--- config.mk ---
export PLATFORM = sky130hd
export DESIGN_NAME = pre_if_stage
export DESIGN_NICKNAME = d
export VERILOG_FILES = /design/src/rtl/pre_if_stage.sv
export SDC_FILE = /design/constraint.sdc
export NUM_CORES = 1
export LEC_CHECK = 0
export BUFFER_PORTS_ARGS = -buffer_cell sky130_fd_sc_hd__clkbuf_2
export CAP_MARGIN = 20
export CELL_PAD_IN_SITES_DETAIL_PLACEMENT = 1
export CELL_PAD_IN_SITES_GLOBAL_PLACEMENT = 2
export CORE_MARGIN = 4
export CORE_UTILIZATION = 32
export DETAILED_ROUTE_END_ITERATION = 10
export HOLD_SLACK_MARGIN = 0.08
export PLACE_DENSITY = 0.86
export SETUP_SLACK_MARGIN = 0.3
export SYNTH_ARGS = -nofsm -noshare
export SYNTH_HDL_FRONTEND = slang
export SYNTH_SLANG_ARGS = --single-unit
export TNS_END_PERCENT = 10
--- constraint.sdc ---
create_clock -name clk -period 2.6 [get_ports clk]
set_clock_uncertainty 0.15 [all_clocks]
set_input_delay 0.13 -clock clk [delete_from_list [all_inputs] [get_ports clk]]
set_output_delay 0.13 -clock clk [all_outputs]
set_load 0.01 [all_outputs]
--- src/rtl/pre_if_stage.sv ---
// rtl/pre_if_stage.sv - fetch-request stage feeding if_stage over an SRAM-like split-handshake bus
//
// Optional feature macro: PREIF_ADEF_CHECK_EN (fetch address alignment exception)
//
// Ports:
//   clk, resetn           clock, asynchronous active-low reset
//   br_bus[32:0]          {br_taken, br_target}; single-cycle redirect from ID
//   if_allow_in           if_stage accepts this cycle
//   to_if_valid           to_if_bus holds a fetched instruction
//   to_if_bus[64:0]       {excp_adef, pc, inst}
//   inst_sram_*           instruction bus (req/addr_ok request phase, data_ok response phase)
module pre_if_stage #(
    parameter logic [31:0] RESET_PC = 32'h1c000000
) (
    input  logic        clk,
    input  logic        resetn,
    input  logic [32:0] br_bus,
    input  logic        if_allow_in,
    output logic        to_if_valid,
    output logic [64:0] to_if_bus,
    output logic        inst_sram_req,
    output logic        inst_sram_wr,
    output logic [1:0]  inst_sram_size,
    output logic [3:0]  inst_sram_wstrb,
    output logic [31:0] inst_sram_addr,
    output logic [31:0] inst_sram_wdata,
    input  logic        inst_sram_addr_ok,
    input  logic        inst_sram_data_ok,
    input  logic [31:0] inst_sram_rdata
);

    typedef enum logic [1:0] {
        REQ  = 2'd0,
        WAIT = 2'd1,
        HOLD = 2'd2
    } state_t;

    state_t      state, state_next;
    logic [31:0] fetch_pc;
    logic        discard;
    logic        redir_valid;
    logic [31:0] redir_pc;
    logic [31:0] buf_pc;
    logic [31:0] buf_inst;
    logic        buf_excp;
    logic        adef_hold;   // exception already delivered; park until a redirect

    logic        br_taken;
    logic [31:0] br_target;
    logic        adef;

    assign br_taken  = br_bus[32];
    assign br_target = br_bus[31:0];

`ifdef PREIF_ADEF_CHECK_EN
    assign adef = (fetch_pc[1:0] != 2'b00);
`else
    assign adef = 1'b0;
`endif

    // State register resets to REQ, so the request is gated by resetn to stay low during reset.
    assign inst_sram_req   = resetn && (state == REQ) && !adef;
    assign inst_sram_addr  = fetch_pc;
    assign inst_sram_wr    = 1'b0;
    assign inst_sram_size  = 2'b10;
    assign inst_sram_wstrb = 4'b0000;
    assign inst_sram_wdata = 32'h0;

    // A redirect in the same cycle kills the hand-off combinationally.
    assign to_if_valid = (state == HOLD) && !br_taken;
    assign to_if_bus   = {buf_excp, buf_pc, buf_inst};

    always_comb begin
        state_next = state;
        case (state)
            REQ: begin
                if (adef) begin
                    if (!adef_hold && !br_taken && !redir_valid) state_next = HOLD;
                end else if (inst_sram_addr_ok) begin
                    state_next = WAIT;
                end
            end
            WAIT: begin
                if (inst_sram_data_ok) state_next = (discard || br_taken) ? REQ : HOLD;
            end
            HOLD: begin
                if (br_taken || if_allow_in) state_next = REQ;
            end
            default: state_next = REQ;
        endcase
    end

    always_ff @(posedge clk or negedge resetn) begin
        if (!resetn) begin
            state <= REQ;
        end else begin
            state <= state_next;
        end
    end

    always_ff @(posedge clk or negedge resetn) begin
        if (!resetn) begin
            fetch_pc    <= RESET_PC;
            discard     <= 1'b0;
            redir_valid <= 1'b0;
            redir_pc    <= 32'h0;
            buf_pc      <= 32'h0;
            buf_inst    <= 32'h0;
            buf_excp    <= 1'b0;
            adef_hold   <= 1'b0;
        end else begin
            case (state)
                REQ: begin
                    if (adef) begin
                        // No bus request is made for a misaligned PC; a redirect replaces it directly.
                        if (br_taken) begin
                            fetch_pc    <= br_target;
                            redir_valid <= 1'b0;
                            adef_hold   <= 1'b0;
                        end else if (redir_valid) begin
                            fetch_pc    <= redir_pc;
                            redir_valid <= 1'b0;
                            adef_hold   <= 1'b0;
                        end else if (!adef_hold) begin
                            buf_excp <= 1'b1;
                            buf_pc   <= fetch_pc;
                            buf_inst <= 32'h0;
                        end
                    end else if (inst_sram_addr_ok) begin
                        // The accepted request is wrong-path if any redirect arrived while it was held.
                        if (br_taken) begin
                            discard     <= 1'b1;
                            fetch_pc    <= br_target;
                            redir_valid <= 1'b0;
                        end else if (redir_valid) begin
                            discard     <= 1'b1;
                            fetch_pc    <= redir_pc;
                            redir_valid <= 1'b0;
                        end
                    end else if (br_taken) begin
                        // Address must stay stable until addr_ok, so the redirect is parked.
                        redir_valid <= 1'b1;
                        redir_pc    <= br_target;
                    end
                end
                WAIT: begin
                    if (inst_sram_data_ok) begin
                        if (discard || br_taken) begin
                            discard <= 1'b0;
                            if (br_taken) fetch_pc <= br_target;
                        end else begin
                            buf_pc   <= fetch_pc;
                            buf_inst <= inst_sram_rdata;
                            buf_excp <= 1'b0;
                        end
                    end else if (br_taken) begin
                        discard  <= 1'b1;
                        fetch_pc <= br_target;
                    end
                end
                HOLD: begin
                    if (br_taken) begin
                        fetch_pc  <= br_target;
                        adef_hold <= 1'b0;
                    end else if (if_allow_in) begin
                        fetch_pc  <= buf_pc + 32'd4;
                        adef_hold <= buf_excp;
                    end
                end
                default: ;
            endcase
        end
    end

endmodule

**After elaboration in Yosys (flattened, before gate mapping)**

Cells that the tools add are included.

- Bits in registers: 132
- Output and inout bits: 138
- Input port bits: 70
- Word-level logic and storage cells: 56

- Mux-type cells: 22
- Eq/ne operators: 9
- Bitwise operators: 2
- Reductions and logical operators: 15
- Add/subtract/negate cells: 1

Operators with widths:

| operator | count |
|---|---|
| 32-bit two-way mux | 8 |
| 32-bit one-hot mux with 3 select lines | 1 |
| 32-bit by 3-bit adder with 32-bit output, second input constant | 1 |
| 3-bit != test, second input constant | 4 |
| 5-bit AND reduction | 2 |
| 3-bit AND reduction | 3 |
| 2-bit two-way mux | 4 |
| 1-bit two-way mux | 7 |
| 2-bit one-hot mux with 3 select lines | 1 |
| 2-bit != test, second input constant | 2 |
| 2-bit nonzero test | 2 |
| 3-bit nonzero test | 1 |
| 2-bit by 1-bit == test with 1-bit output, second input constant | 1 |
| 2-bit == test, second input constant | 1 |
| 1-bit logical AND | 2 |
| 2-bit zero test | 1 |
| 1-bit logical OR | 2 |
| 2-bit by 1-bit != test with 1-bit output, second input constant | 1 |
| 1-bit inverter | 2 |
| 1-bit one-hot mux with 2 select lines | 1 |
| 2-bit AND reduction | 1 |
| 1-bit zero test | 1 |

**Longest topological paths before layout**

Gate-level depths: netlist (run 1).

- Depth after elaboration: 4
- Gate-level depth with buffers: 10
- Depth with buffers taken out: 7

**Worst setup path before layout (run 1)**

No wires, ideal clock.

- Path type: register to register
- Start: register state[1]
- End: register buf_pc[10]
- Library setup time: 125 ps
- Arrival: 2,048 ps
- Required time: 2,325 ps
- Slack: 278 ps
- Stages on the path, launching flop included: 9
- Period minus slack after synthesis: 2,322 ps
- Path buffers: 4
- Cell sequence: dfrtp_1 inv_1 ha_1 clkbuf_1 and3_1 clkbuf_1 buf_2 buf_1 mux2_2

- Word-level cells in the longest chain between the ends: 2

RTL lines:

| element | line | source |
|---|---|---|
| start, declared | 38 | `state_t state, state_next;` |
| start signal, assigned | 97 | `state <= state_next;` |
| 2-bit by 1-bit == test with 1-bit output | 112 | `case (state)` |
| 3-bit AND reduction (no source line) | - |  |
| end signal, assigned | 126 | `buf_pc <= fetch_pc;` |
| end signal, assigned | 152 | `buf_pc <= fetch_pc;` |
| end, declared | 43 | `logic [31:0] buf_pc;` |

No other way between the ends.
A chain may end at the register's enable or synchronous reset.

**Final worst setup path (run 1)**

- Start: register buf_pc[15]
- End: register fetch_pc[31], in the netlist inst_sram_addr[31]

- Word-level cells in the longest chain between the ends: 4

RTL lines:

| element | line | source |
|---|---|---|
| 32-bit by 3-bit adder with 32-bit output | 166 | `fetch_pc <= buf_pc + 32'd4;` |
| 32-bit two-way mux | 165 | `end else if (if_allow_in) begin` |
| 32-bit two-way mux | 162 | `if (br_taken) begin` |
| 32-bit one-hot mux with 3 select lines | 112 |  |
| end signal, assigned | 117 | `fetch_pc <= br_target;` |
| end signal, assigned | 163 | `fetch_pc <= br_target;` |
| end signal, assigned | 166 |  |
| end, declared | 39 | `logic [31:0] fetch_pc;` |

No other way between the ends. The select of a mux whose other input is x is not followed.

==> results.sh, run 1 <==
export IMPL_status="complete, no violations"
export IMPL_drv_cap=0
export IMPL_synth_top_area_frac=0.4657
export IMPL_fin_crit_sh=0.8697
export IMPL_min_period_ps=2261
export IMPL_worstMarginPinSlew_ps=640.3
export IMPL_initial_core_util=0.3277
export IMPL_io_buffers=167
export IMPL_fin_setup_tns_ps=0
export IMPL_synthTopCellsByArea="dfrtp_1 (47%), mux2_2 (15%), buf_4 (4.3%), nand2_1 (2.4%), o21ai_0 (2.3%)"
export IMPL_end_kind="flop"
export IMPL_area_growth_pct=35.56
export IMPL_report_final_setup_viol=0
export IMPL_cp_required_ps=2750
export IMPL_drc=0
export IMPL_crit_slowest_cell="or4_4"
export IMPL_max_stage_delay_ps=630
export IMPL_avgSynthCellArea_sq_um=10.62
export IMPL_synth_top_cell_by_area="dfrtp_1"
export IMPL_cp_top_family="simple AND/OR/NAND/NOR gates"
export IMPL_yosysMostFrequentCell="dfrtp_1"
export IMPL_setup_slack_ps=338.8
export IMPL_grt_pass1_wl_mm=36.16
export IMPL_yosys_top_cells_count="dfrtp_1 (129), mux2_2 (93), nand2_1 (44)"
export IMPL_path_buf_inv=0
export IMPL_cp_arrival_ps=2410
export IMPL_netlist_area_sq_um=6932
export IMPL_grt_use_total=0.1915
export IMPL_start_kind="flop"
export IMPL_ctsHtreeMaxLevel=4
export IMPL_timing_final_hold_violations=0
export IMPL_fmax_ghz=0.4423
export IMPL_cts_made_buffers=17
export IMPL_vias_per_cell=5.096
export IMPL_num_io_pins=208
export IMPL_antenna_found_initial=3
export IMPL_clk_pin_slew_worst_paths_ps=60
export IMPL_hpwl_mm=15.81
export IMPL_cts_tree="done"
export IMPL_die_w_microns=155.2
export IMPL_final_max_slew_viol_count=0
export IMPL_dieArea_sq_um=24080
export IMPL_p_leak_nw=4.211
export IMPL_finalWeightedCongestion=0.8282
export IMPL_clk_latency_ps=430
export IMPL_ys_ff_latch=132
export IMPL_grt_max_degree=103
export IMPL_crit_fanout=10
export IMPL_drive_above_1_share=0.3746
export IMPL_ant_nets=0
export IMPL_die_height_microns=155.2
export IMPL_synth_edf_count=0
export IMPL_synthFlopType="dfrtp_1"
export IMPL_syn_inst=653
export IMPL_drtIter0Drc=329
export IMPL_design_core_area_sq_um=21150
export IMPL_seq_area_frac_synth=0.4771
export IMPL_dp_slack_ps=321.7
export IMPL_n_fill_cell=2377
export IMPL_layoutNonFillerInstCount=1183
export IMPL_wirelength_mm=22.72
export IMPL_wl_per_cell_microns=19.21
export IMPL_cts_path_max_buffers=2
export IMPL_rsz0062_at_grt="true"
export IMPL_critPathKind="flop to flop"
export IMPL_clock_sinks=132
export IMPL_path_cells="nand4_2 > or4_4 > or4_1 > nand3_1 > a31oi_1"
export IMPL_synthArstFlopShare=1.000
export IMPL_hold_path_class="input port to async pin"
export IMPL_max_slew_margin_rel=0.5732
export IMPL_dr_pass1_iters=4
export IMPL_rows=53
export IMPL_gr_total_overflow=0
export IMPL_nets=966
export IMPL_yosysWarnings=0
export IMPL_clock_root_buffer="clkbuf_16"
export IMPL_power_density_nw_per_um2=1219
export IMPL_grt_pass1_vias=6529
export IMPL_synth_distinct_cells=60
export IMPL_dpl_cell_count=1079
export IMPL_peakVddDrop_uv=585.0
export IMPL_vias=6029
==> worst min-delay path, cell delays in order <==
cell	delay [ps]
dlygate4sd3_1	550
buf_6	150
buf_12	210
==> metal layers <==
| layer | vias up | GRT usage | wire length, microns |
|---|---|---|---|
| met5 | - | 0 | 0 |
| met4 | 0 | 0.05669 | 452 |
| met3 | 34 | 0.05563 | 1223 |
| met2 | 176 | 0.3259 | 11520 |
| met1 | 3022 | 0.2364 | 9532 |
| li1 | 2797 | - | - |
==> timing repair <==
| item | 4_1_cts | 5_1_grt |
|---|---|---|
| buffers inserted | 0 | 0 |
| resized for setup | 3 | 8 |
| hold buffers | 69 | 0 |
| hold endpoints to repair | 228 | 0 |
| endpoints found under the setup margin | 1 | 25 |
==> path summary, 6_finish.rpt <==
path                                   from  slack (ps)  cells past startpoint                  to
worst max-delay path             buf_pc[15]         340                      5  inst_sram_addr[31]
worst min-delay path                 resetn         110                      3  inst_sram_addr[10]
worst max register to register   buf_pc[15]         340                      5  inst_sram_addr[31]
worst min register to register  redir_pc[7]         350                      1         redir_pc[7]
max in group asynchronous            resetn        1560                      3          buf_pc[25]
min in group clk                 br_bus[32]         120                      4         redir_valid
==> metrics by stage <==
| stage | power [mW] | area, sq um | util | hold WS (ps) |
|---|---|---|---|---|
| 2_1_floorplan | 6.835 | 7076 | - | -315.6 |
| 3_3_place_gp | 8.731 | 8048 | 0.3804 | -109.4 |
| 3_5_place_dp | 8.917 | 8048 | 0.3804 | -105.3 |
| 4_1_cts | 11.56 | 9361 | 0.4425 | 106.1 |
| 5_1_grt | 12.28 | 9397 | 0.4442 | 126.9 |
| 6_report | 11.45 | 9397 | 0.4442 | 108.5 |
==> flip-flops by register name, indices dropped and copies added (netlist names) <==
register        cells
redir_valid         1
state               2
buf_inst           32
discard             1
buf_pc             32
inst_sram_addr     32
redir_pc           32
==> layout make-up <==
cell class | instances | area, sq um | share of cell area
clock buffers | 20 | 446.7 | 0.04754
inverters | 11 | 41.29 | 0.004394
diodes | 3 | 7.507 | 0.0007989
well taps | 275 | 344.1 | 0.03662
multi-input cells | 463 | 3268 | 0.3478
repair buffers | 267 | 1826 | 0.1943
clock inverters | 12 | 156.4 | 0.01664
flip-flops and latches | 132 | 3307 | 0.3519
==> where the power goes <==
group,total [mW],leakage [nW],internal [mW],switching (mW)
clock,2.48,0.282,1.53,0.948
sequential,4.05,1.60,3.11,0.933
combinational,4.92,2.33,2.28,2.65
total,11.5,4.21,6.92,4.53
==> kinds of logic (layout without fill, tap and decap cells) <==
logic type | count (synthesis) | count (layout) | share of synthesized area
compound gates | 143 | 143 | 0.1377
xor+xnor | 13 | 13 | 0.01643
fa+ha+maj | 4 | 4 | 0.007221
buf+inv | 96 | 310 | 0.07581
flops | 132 | 132 | 0.4771
mux | 101 | 101 | 0.1628
other cells | 2 | 43 | 0.001083
simple gates | 162 | 162 | 0.1218
==> cells in the final DEF, fill, tap and decap left out, types with 11 or more instances in the layout <==
cell and count:
nand2_1 43, nand3_1 18, a211oi_1 15, and2_1 15, o21ai_0 32, dfrtp_1 129
dlygate4sd3_1 68, nor4_1 16, nor2_1 19, clkbuf_16 17, conb_1 40, inv_1 11
mux2_2 93, a21oi_1 31, nor3_1 11, clkbuf_2 166, buf_4 27
Power figures use the tool's default switching activity.
==> run 2, diff against run 1 <==
--- a/config.mk
+++ b/config.mk
@@ -9,11 +9,10 @@
 export CAP_MARGIN = 20
 export CELL_PAD_IN_SITES_DETAIL_PLACEMENT = 1
 export CELL_PAD_IN_SITES_GLOBAL_PLACEMENT = 2
-export CORE_MARGIN = 4
 export CORE_UTILIZATION = 32
 export DETAILED_ROUTE_END_ITERATION = 10
 export HOLD_SLACK_MARGIN = 0.08
-export PLACE_DENSITY = 0.86
+export PLACE_DENSITY = 0.76
 export SETUP_SLACK_MARGIN = 0.3
 export SYNTH_ARGS = -nofsm -noshare
 export SYNTH_HDL_FRONTEND = slang
==> constraint.sdc (replaced) <==
create_clock -name clk -period 2.5 [get_ports clk]
set_clock_uncertainty 0.15 [all_clocks]
set_input_delay 0.125 -clock clk [delete_from_list [all_inputs] [get_ports clk]]
set_output_delay 0.125 -clock clk [all_outputs]
set_load 0.01 [all_outputs]
==> run 2 against run 1 <==
Maximum frequency up 4.4%. Final cell count is 1.4% higher. Sequential share of layout area decreased by 0.81 points. Core utilization is 1.2 points higher. Total power increased by 8.8%. Sequential power grew 5.2%. Global-route usage grew 2.3 points. Worst setup slack got worse by 4.6 ps. Routed wire length up 3.7%. Critical path type unchanged. Largest cell class is now multi-input gates. Highest routed layer unchanged.
==> results.sh, run 2 (synthesis results as in run 1) <==
export IMPL_die_height_microns=149.2
export IMPL_grt_use_total=0.2147
export IMPL_vias_per_cell=5.175
export IMPL_cp_arrival_ps=2320
export IMPL_cts_made_buffers=17
export IMPL_setup_slack_ps=334.2
export IMPL_reg2reg_depth=6
export IMPL_pwr_share_clk=0.220
export IMPL_design_core_area_sq_um=21150
export IMPL_drive_above_1_share=0.4199
export IMPL_cp_required_ps=2650
export IMPL_startpoint="state[1]"
export IMPL_dieArea_sq_um=22250
export IMPL_drtIter0Drc=340
export IMPL_wirelength_mm=23.56
export IMPL_status="complete, no violations"
export IMPL_max_slew_margin_rel=0.6052
export IMPL_critPathKind="flop to flop"
export IMPL_seqPwrFrac=0.342
export IMPL_clk_latency_ps=420
export IMPL_end_kind="flop"
export IMPL_r2r_start="state[1]"
export IMPL_io_buffers=167
export IMPL_p_leak_nw=4.305
export IMPL_ant_nets=0
export IMPL_power_density_nw_per_um2=1291
export IMPL_fin_crit_sh=0.8663
export IMPL_regToRegEndpoint="redir_pc[7]"
export IMPL_cts_path_max_buffers=2
export IMPL_nets=985
export IMPL_final_cell_mix="clkbuf_2 (166), dfrtp_1 (119), mux2_2 (93), dlygate4sd3_1 (69), buf_4 (45)"
export IMPL_regArea_sq_um=3319
export IMPL_rrSetupSlack_ps=330
export IMPL_die_w_microns=149.2
export IMPL_hold_path_class="input port to async pin"
export IMPL_fin_setup_tns_ps=0
export IMPL_fmax_ghz=0.4617
export IMPL_layoutNonFillerInstCount=1199
export IMPL_grt_pass1_vias=6584
export IMPL_multi_input_area_sq_um=3377
export IMPL_grt_pass1_wl_mm=36.38
export IMPL_clk_pin_slew_worst_paths_ps=60
export IMPL_finalWeightedCongestion=0.8388
export IMPL_gr_total_overflow=0
export IMPL_wl_per_cell_microns=19.65
export IMPL_dp_slack_ps=182.3
export IMPL_vias=6205
export IMPL_clock_sinks=132
export IMPL_antenna_cells=0
export IMPL_final_max_slew_viol_count=0
export IMPL_area_growth_pct=39.30
export IMPL_cts_tree="done"
export IMPL_ctsHtreeMaxLevel=4
export IMPL_drv_cap=0
export IMPL_rows=53
export IMPL_drc=0
export IMPL_clock_root_buffer="clkbuf_16"
export IMPL_initial_core_util=0.3277
export IMPL_mostFrequentLayoutCell="clkbuf_2"
export IMPL_power_frac_comb=0.438
export IMPL_worstMarginPinSlew_ps=591.5
export IMPL_p_int_mw=7.500
export IMPL_min_period_ps=2166
export IMPL_peakVddDrop_uv=501.0
export IMPL_dpl_cell_count=1084
export IMPL_num_io_pins=208
export IMPL_p_sw_frac=0.3982
export IMPL_n_fill_cell=2364
export IMPL_grt_max_degree=78
export IMPL_timing_hold_ws_ps=106.5
export IMPL_endpoint="redir_pc[7]"
export IMPL_crit_fanout=32
export IMPL_dr_pass1_iters=5
export IMPL_start_kind="flop"
export IMPL_antenna_found_initial=0
export IMPL_p_switching_mw=4.964
export IMPL_hpwl_mm=16.19
export IMPL_rsz0062_at_grt="true"
export IMPL_report_final_setup_viol=0
export IMPL_timing_final_hold_violations=0
[run 2: cell types whose count changed in the layout (fill, tap and decap cells not counted), moves of 5 or more]
cell / delta
dfrtp_1: -10
buf_4: +18
a2111oi_2: +6
dfrtp_2: +10
a2111oi_0: -5
[run 2: cell type report]
| type | instances | share of cell area |
|---|---|---|
| inverters | 11 | 0.004276 |
| well taps | 275 | 0.03564 |
| clock buffers | 18 | 0.04548 |
| repair buffers | 286 | 0.2005 |
| clock inverters | 14 | 0.02060 |
| flip-flops and latches | 132 | 0.3438 |
| multi-input cells | 463 | 0.3497 |
[run 2: worst min-delay path by stage]
stage | depth (start not counted) | slack [ps] | endpoint | startpoint
after floorplan | 0 | -320 | buf_inst[0] | resetn
after global placement | 1 | -180 | inst_sram_addr[31] | resetn
after detailed placement | 1 | -180 | redir_pc[27] | resetn
after CTS | 2 | 100 | inst_sram_addr[27] | resetn
after global routing | 2 | 110 | inst_sram_addr[28] | resetn
final | 2 | 110 | inst_sram_addr[28] | resetn
[run 2: worst max-delay path, stage by stage (launching register included)]
cell and delay, ps:
dfrtp_1 430, inv_2 140, ha_4 200, inv_1 90, or3_1 340, buf_4 300
mux2_1 370
[run 2: metal layers]
| layer | GRT usage | up-vias | part of all wire |
|---|---|---|---|
| met1 | 0.2628 | 3160 | 0.43 |
| met2 | 0.3737 | 191 | 0.51 |
| met4 | 0.07092 | 0 | 0.021 |
| met3 | 0.04465 | 32 | 0.047 |
| li1 | - | 2822 | - |
| met5 | 0 | - | 0 |
[run 2: metrics by stage]
stage	util	cell area, sq um	power, mW
floorplan	-	7076	7.108
global placement	0.3810	8060	9.022
detailed placement	0.3810	8060	9.287
CTS	0.4457	9429	12.21
global route	0.4564	9656	13.27
finish	0.4564	9656	12.46
[run 2: timing repair]
action	CTS	global route
endpoints found under the setup margin	62	79
buffers inserted	1	13
resized for setup	14	40
hold buffers	69	0
endpoints found under the hold margin	230	0
pin swaps	1	4
[run 2: power by group through the flow]
stage	Clock, mW	Combinational, mW	Sequential, mW
after floorplan	0	2.80	4.31
after global placement	0	4.85	4.17
after detailed placement	0	5.03	4.26
after CTS	2.79	5.17	4.24
after global routing	2.89	5.97	4.41
final	2.74	5.46	4.26
==> run 3, diff against run 2 <==
--- a/config.mk
+++ b/config.mk
@@ -9,10 +9,10 @@
 export CAP_MARGIN = 20
 export CELL_PAD_IN_SITES_DETAIL_PLACEMENT = 1
 export CELL_PAD_IN_SITES_GLOBAL_PLACEMENT = 2
-export CORE_UTILIZATION = 32
+export CORE_UTILIZATION = 30
 export DETAILED_ROUTE_END_ITERATION = 10
 export HOLD_SLACK_MARGIN = 0.08
-export PLACE_DENSITY = 0.76
+export PLACE_DENSITY = 0.72
 export SETUP_SLACK_MARGIN = 0.3
 export SYNTH_ARGS = -nofsm -noshare
 export SYNTH_HDL_FRONTEND = slang
==> run 3 against run 2 <==
Global-route usage is 2.0 points lower. Count of clock-buffer cells in the layout up 1. Sequential power is essentially flat. Combinational power fell by 3%. Final cell count up 0.25%. Critical path depth down 1. Die area grew 6.6%. Hold slack improved by 31 ps. Via count fell by 2.4%. Core utilization shrank 3.3 points. Sequential share of layout area is 0.25 points higher. Critical path type unchanged.
==> results.sh, run 3 (synthesis results as in run 1) <==
export IMPL_status="complete, no violations"
export IMPL_antenna_found_initial=0
export IMPL_design_core_area_sq_um=22640
export IMPL_regToRegEndpoint="inst_sram_addr[31]"
export IMPL_drtIter0Drc=309
export IMPL_cts_made_buffers=17
export IMPL_finalWeightedCongestion=0.7685
export IMPL_rsz0062_at_grt="true"
export IMPL_p_leak_nw=4.262
export IMPL_hpwl_mm=15.28
export IMPL_clk_pin_slew_worst_paths_ps=60
export IMPL_path_cells="nand4_4 > or4_4 > or4_1 > nand3_1 > a31oi_1"
export IMPL_final_max_slew_viol_count=0
export IMPL_crit_slowest_cell="or4_4"
export IMPL_clock_sinks=132
export IMPL_vias_per_cell=5.037
export IMPL_cp_required_ps=2650
export IMPL_r2r_start="buf_pc[13]"
export IMPL_rows=55
export IMPL_final_cell_mix="clkbuf_2 (166), dfrtp_1 (117), mux2_2 (93), dlygate4sd3_1 (70), nand2_1 (43)"
export IMPL_peakVddDrop_uv=475.1
export IMPL_crit_fanout=5
export IMPL_cts_path_max_buffers=2
export IMPL_hold_path_class="input port to flop"
export IMPL_drv_cap=0
export IMPL_drc=0
export IMPL_dieArea_sq_um=23720
export IMPL_cp_top_family="simple AND/OR/NAND/NOR gates"
export IMPL_area_growth_pct=38.41
export IMPL_worstMarginPinSlew_ps=582.3
export IMPL_grt_use_total=0.1949
export IMPL_io_buffers=167
export IMPL_die_height_microns=154.0
export IMPL_ctsHtreeMaxLevel=4
export IMPL_max_slew_margin_rel=0.6105
export IMPL_path_buf_inv=0
export IMPL_clk_latency_ps=430
export IMPL_max_stage_delay_ps=590
export IMPL_cp_arrival_ps=2290
export IMPL_rrSetupSlack_ps=360
export IMPL_dp_slack_ps=254.7
export IMPL_end_kind="flop"
export IMPL_dr_pass1_iters=4
export IMPL_cts_tree="done"
export IMPL_timing_hold_ws_ps=137.7
export IMPL_wl_per_cell_microns=18.91
export IMPL_drive_above_1_share=0.4061
export IMPL_num_io_pins=208
export IMPL_mostFrequentLayoutCell="clkbuf_2"
export IMPL_fin_crit_sh=0.8554
export IMPL_hold_depth=4
export IMPL_wirelength_mm=22.72
export IMPL_die_w_microns=154.0
export IMPL_grt_pass1_vias=6204
export IMPL_min_delay_start="br_bus[32]"
export IMPL_hold_path_end="discard"
export IMPL_grt_max_degree=93
export IMPL_reg2reg_depth=5
export IMPL_ant_nets=0
export IMPL_power_density_nw_per_um2=1276
export IMPL_initial_core_util=0.3062
export IMPL_gr_total_overflow=0
export IMPL_vias=6055
export IMPL_report_final_setup_viol=0
export IMPL_min_period_ps=2138
export IMPL_fmax_ghz=0.4676
export IMPL_clock_root_buffer="clkbuf_16"
export IMPL_start_kind="flop"
export IMPL_grt_pass1_wl_mm=35.48
export IMPL_nets=977
export IMPL_fin_setup_tns_ps=0
export IMPL_timing_final_hold_violations=0
export IMPL_critPathKind="flop to flop"
export IMPL_setup_slack_ps=361.6
-- run 3: cell count changes in the layout (fill, tap and decap cells not counted), moves of 3 or more --
cell,previous run,this run
buf_4,45,34
a2111oi_2,7,2
buf_12,1,5
inv_6,4,0
a2111oi_1,0,3
buf_6,5,2
o21ai_0,28,31
-- run 3: stage by stage --
step	util	total power, mW	instance area, sq um	std cells
2_1_floorplan	-	7.108	7076	691
3_3_place_gp	0.3576	9.114	8095	1092
3_5_place_dp	0.3576	9.243	8095	1092
4_1_cts	0.4170	12.13	9442	1195
5_1_grt	0.4237	13.07	9592	1201
6_report	0.4238	12.24	9594	1202
-- run 3: cell type report --
type | count | area [sq um]
diodes | 1 | 2.502
clock buffers | 19 | 442.9
clock inverters | 13 | 182.7
fillers | 2557 | 13050
inverters | 11 | 41.29
multi-input cells | 464 | 3337
flip-flops and latches | 132 | 3322
well taps | 285 | 356.6
repair buffers | 277 | 1909
-- run 3: worst min-delay path: cells and delay by family --
family,cells,cell delay [ps]
compound gates,3,420
buf+inv,1,120
-- run 3: report_power, final --
part	total (mW)	leakage, nW	switching [mW]	internal [mW]
Combinational	5.27	2.38	2.75	2.51
Sequential	4.27	1.58	1.01	3.26
Clock	2.70	0.295	1.01	1.69
Total	12.2	4.26	4.78	7.46
-- run 3: how the worst max path moves through the flow --
stage          startpoint            endpoint  cells past startpoint
2_1_floorplan    state[0]  inst_sram_addr[19]                      9
3_3_place_gp   buf_pc[14]  inst_sram_addr[31]                      5
3_5_place_dp    buf_pc[2]  inst_sram_addr[20]                      6
4_1_cts          state[1]  inst_sram_addr[11]                      9
5_1_grt        buf_pc[19]  inst_sram_addr[31]                      5
6_report       buf_pc[13]  inst_sram_addr[31]                      5
-- run 3: what timing repair did --
| action | in CTS | in global routing |
|---|---|---|
| gates cloned | 0 | 1 |
| setup buffers | 1 | 5 |
| hold buffers | 70 | 0 |
| gates resized for setup | 7 | 36 |
| setup endpoints to repair | 43 | 110 |
| hold endpoints to repair | 228 | 0 |
| pin swaps | 1 | 3 |
-- run 3: per-layer routing --
| metal | vias up | track usage | part of all wire |
|---|---|---|---|
| li1 | 2808 | - | - |
| met1 | 3050 | 0.2417 | 0.44 |
| met2 | 166 | 0.3355 | 0.50 |
| met3 | 31 | 0.04340 | 0.046 |
| met4 | 0 | 0.06143 | 0.018 |
| met5 | - | 0 | 0 |
